**config.mk**
```make
export PLATFORM = sky130hd
export DESIGN_NAME = decoder_3to8
export DESIGN_NICKNAME = d
export VERILOG_FILES = /design/src/rtl/decoder_3to8.sv
export SDC_FILE = /design/constraint.sdc
export NUM_CORES = 1
export LEC_CHECK = 0
export ABC_CLOCK_PERIOD_IN_PS = 800
export BUFFER_PORTS_ARGS = -buffer_cell sky130_fd_sc_hd__buf_2
export CAP_MARGIN = 20
export CORE_AREA = 5 5 42 44
export CTS_CLUSTER_SIZE = 25
export DETAILED_ROUTE_END_ITERATION = 7
export DIE_AREA = 0 0 47 49
export GPL_ROUTABILITY_DRIVEN = 0
export HOLD_SLACK_MARGIN = 0.02
export PLACE_DENSITY = 0.52
export SKIP_CTS_REPAIR_TIMING = 1
export SLEW_MARGIN = 20
export SYNTH_ARGS = -nofsm -noshare
export SYNTH_HDL_FRONTEND = slang
export SYNTH_SLANG_ARGS = --single-unit
export TNS_END_PERCENT = 10
```
**constraint.sdc**
```tcl
create_clock -name clk -period 0.8 [get_ports clk]
set_input_delay 0 -clock clk [delete_from_list [all_inputs] [get_ports clk]]
set_output_delay 0 -clock clk [all_outputs]
set_load 0.01 [all_outputs]
```
**src/rtl/decoder_3to8.sv**
```systemverilog
// 3-to-8 one-hot decoder with enable: combinational out plus a registered copy out_q.
// Latency: out 0 cycles, out_q 1 cycle; no flow control, so it never applies backpressure.
module decoder_3to8 (
  input  logic       clk,
  input  logic       rst,
  input  logic       ena,
  input  logic [2:0] in,
  output logic [7:0] out,
  output logic [7:0] out_q
);

  logic [7:0] out_d;

  always_comb begin
    out_d = 8'h00;
    for (int i = 0; i < 8; i++) begin
      out_d[i] = ena && (in == 3'(i));
    end
  end

  assign out = out_d;

  // The reset clears only the registered copy; the combinational path ignores it.
  always_ff @(posedge clk or posedge rst) begin
    if (rst) begin
      out_q <= 8'h00;
    end else begin
      out_q <= out_d;
    end
  end

endmodule

```
After elaboration in Yosys (flattened, before gate mapping) --
Cells that the tools add are included.
Word-level totals: register bits after elaboration 8, input port bits 6, output and inout port bits 16
Cells by class: eq/ne operators 7, reduce and logical (&&, ||, !) cells 9
Operator list (number):
- $eq 3x3->1 const B | 4
- $logic_and 1x1->1 | 8
- $eq 3x2->1 const B | 2
- $eq 3x1->1 const B | 1
- $logic_not 3->1 | 1

Depth between registers and ports, before layout --
depth after elaboration 2, depth in mapped cells 1, mapped depth without buffers 1

Worst setup path before layout --
No wires, ideal clock.
kind input-to-reg, from in in[2], to reg out_q[0], arrival time 0.383 ns, required time 0.656 ns, setup slack 0.273 ns, stages on the path 1, cells stage by stage nor4b_2
Between the ends: longest elaborated chain between the ends 2
RTL lines:
- start, declared | RTL line 7 | input logic [2:0] in,
- $logic_not 3->1 | RTL line 17 | out_d[i] = ena && (in == 3'(i));
- $logic_and 1x1->1 | RTL line 17
- end signal, assigned | RTL line 28 | out_q <= out_d;
- end, declared | RTL line 9 | output logic [7:0] out_q
Every way passes these cells.

Worst setup path after layout --
from reg out_q[1], to out out_q[1]
No word-level cell between the ends.

==> out/qor.yml <==
clocking:
  cts.clk_slew.worst_paths_ps: 50
  cts_tree: "done"
  clkSinkCount: 8
  cts-buffers-inserted: 3
  htree_levels: 1
  cts-root-buf: "clkbuf_4"
  cts_buffer_depth: 2
setup_path:
  crit_path_top_delay_cell: "dfrtp_1"
  critPathLaunchType: "register"
  cp_num_cells: 1
  critPathKind: "register to output pin"
  crit_buf_inv: 1
  critical_path.max_fanout: 1
  critical_path.endpoint: "out_q[1]"
  critPathCaptureType: "output pin"
  worstPathRequired_ps: 800
  critPathTopFamily: "flip-flops"
  path_cells: "buf_2"
  cp_slowest_stage_delay_ps: 350
  worst_ep_arrival_time_ps: 730
  critPathLaunch: "out_q[1]$_DFF_PP0_"
sta:
  finalSetupTns_ps: 0
  period_needed_ps: 727.3
  final_hold_viol_count: 0
  max_freq_mhz: 1375
  setup_violations: 0
  slew_headroom: 0.8148
  rsz0062_at_grt: "false"
  fin_ws_ps: 72.67
  worst_pin_slew_ps: 277.0
  timing.final.crit_share: 0.9092
  maxSlewViolCount: 0
floorplanning:
  die_height_um: 49
  io_pins: 22
  core_area_sq_um: 1401
  rows: 14
  die_w_um: 47
  initial_utilization: 0.2134
  die_area_sq_um: 2303
global_route:
  grt_max_degree: 9
  grt_pass1_vias: 258
  grtUsageTotal: 0.07178
  grt_pass1_wl_um: 1152
  overflow: 0
  antenna_found_initial: 0
finish:
  largest_reg_flops: 8
  postLayoutCellArea_sq_um: 456.7
  largest_register: "out_q"
  fillers: 153
  syn_to_final_growth_pct: 52.72
  antennaDiodeCount: 0
  post-route-util: 0.3259
  reg_top3: "out_q x8"
  nets: 50
  drive_above_1_share: 0.6905
synthesis:
  synth_nets: 23
  synthTopCellsByArea: "dfrtp_1 67%, and4bb_1 8.4%, and4b_2 7.5%"
  yosysTopAreaCell: "dfrtp_1"
  seq_area_frac_synth: 0.6695
  syn_area_sq_um: 299.0
  avgSynthCellArea_sq_um: 17.59
  synth_top_area_frac: 0.6695
  syn_inst: 17
  ys_ff_latch: 8
  yosys_warnings: 0
  yosysUniqueCellTypes: 8
worst_hold_path:
  hold_class: "input port to register"
  hold_path.startpoint: "in[0]"
routing:
  num_vias: 233
  totalWireLength_um: 685
  ant_nets: 0
  firstDrtPassIters: 2
  drt_iter0_drc: 6
  wl_per_cell_um: 11.81
  drc: 0
  viasPerCell: 4.017
placed_design:
  place_hpwl_um: 552.7
  post-place-ws_ps: 143.6
  dpl_cell_area_sq_um: 424.2
  port_buffers: 21
flow_run:
  maxCapViolCount: 0
outcome:
  status: "complete, no violations"
power:
  ir_worst_vdd_mv: 0.5988
  leakage_nw: 0.2788
  p_per_area_nw_per_um2: 1728
layout make-up:
cell class	instances	area [sq um]	share of cell area
well taps	16	20.02	0.04384
repair buffers	22	115.1	0.2521
inverters	1	3.754	0.008219
flip-flops and latches	8	200.2	0.4384
multi-input cells	8	95.09	0.2082
clock buffers	3	22.52	0.04932
synth_stat cells:
| master | number |
|---|---|
| and4_2 | 1 |
| and4b_1 | 1 |
| and4b_2 | 2 |
| and4bb_1 | 2 |
| and4bb_2 | 1 |
| dfrtp_1 | 8 |
| inv_1 | 1 |
| nor4b_2 | 1 |
cells by family (layout without fill, tap and decap cells):
group	Yosys count	in the layout	synth area share
buf+inv	1	26	0.01254
flops	8	8	0.6694
simple gates	8	8	0.3180
routing by layer:
metal / track usage / up-vias / share of wire
li1: - / 116 / -
met1: 0.08597 / 108 / 0.39
met2: 0.09502 / 9 / 0.53
met3: 0.01107 / 0 / 0.076
met4: 0.08295 / 0 / 0
met5: 0 / - / 0
report_power, final:
part / total (mW) / internal (mW) / switching (mW)
clock network: 0.284 / 0.170 / 0.114
logic: 0.0880 / 0.0394 / 0.0486
registers: 0.418 / 0.416 / 0.00185
how the worst min path moves through the flow:
stage          cells past startpoint  slack (ps)                 end
2_1_floorplan                      1        -180  out_q[0]$_DFF_PP0_
3_3_place_gp                       2         -50  out_q[3]$_DFF_PP0_
3_5_place_dp                       2         -50  out_q[0]$_DFF_PP0_
4_1_cts                            2        -310  out_q[0]$_DFF_PP0_
5_1_grt                            2          20  out_q[0]$_DFF_PP0_
6_report                           2           9  out_q[0]$_DFF_PP0_
cells in the final DEF, fill, tap and decap left out:
cell,synthesis,layout
inv_1,1,1
and4_2,1,1
dfrtp_1,8,8
and4b_1,1,1
and4bb_1,2,2
and4bb_2,1,1
dlygate4sd3_1,0,1
buf_2,0,21
nor4b_2,1,1
clkbuf_4,0,3
and4b_2,2,2
stage by stage:
stage	instances	hold slack [ps]	total power, mW
6_report	58	9.320	0.7893
5_1_grt	58	16.26	0.8481
4_1_cts	57	-312.1	0.8083
3_5_place_dp	54	-46.28	0.5107
3_3_place_gp	54	-45.77	0.5096
2_1_floorplan	17	-184.3	0.4607
Note: power is estimated with default switching activity, not from simulation.
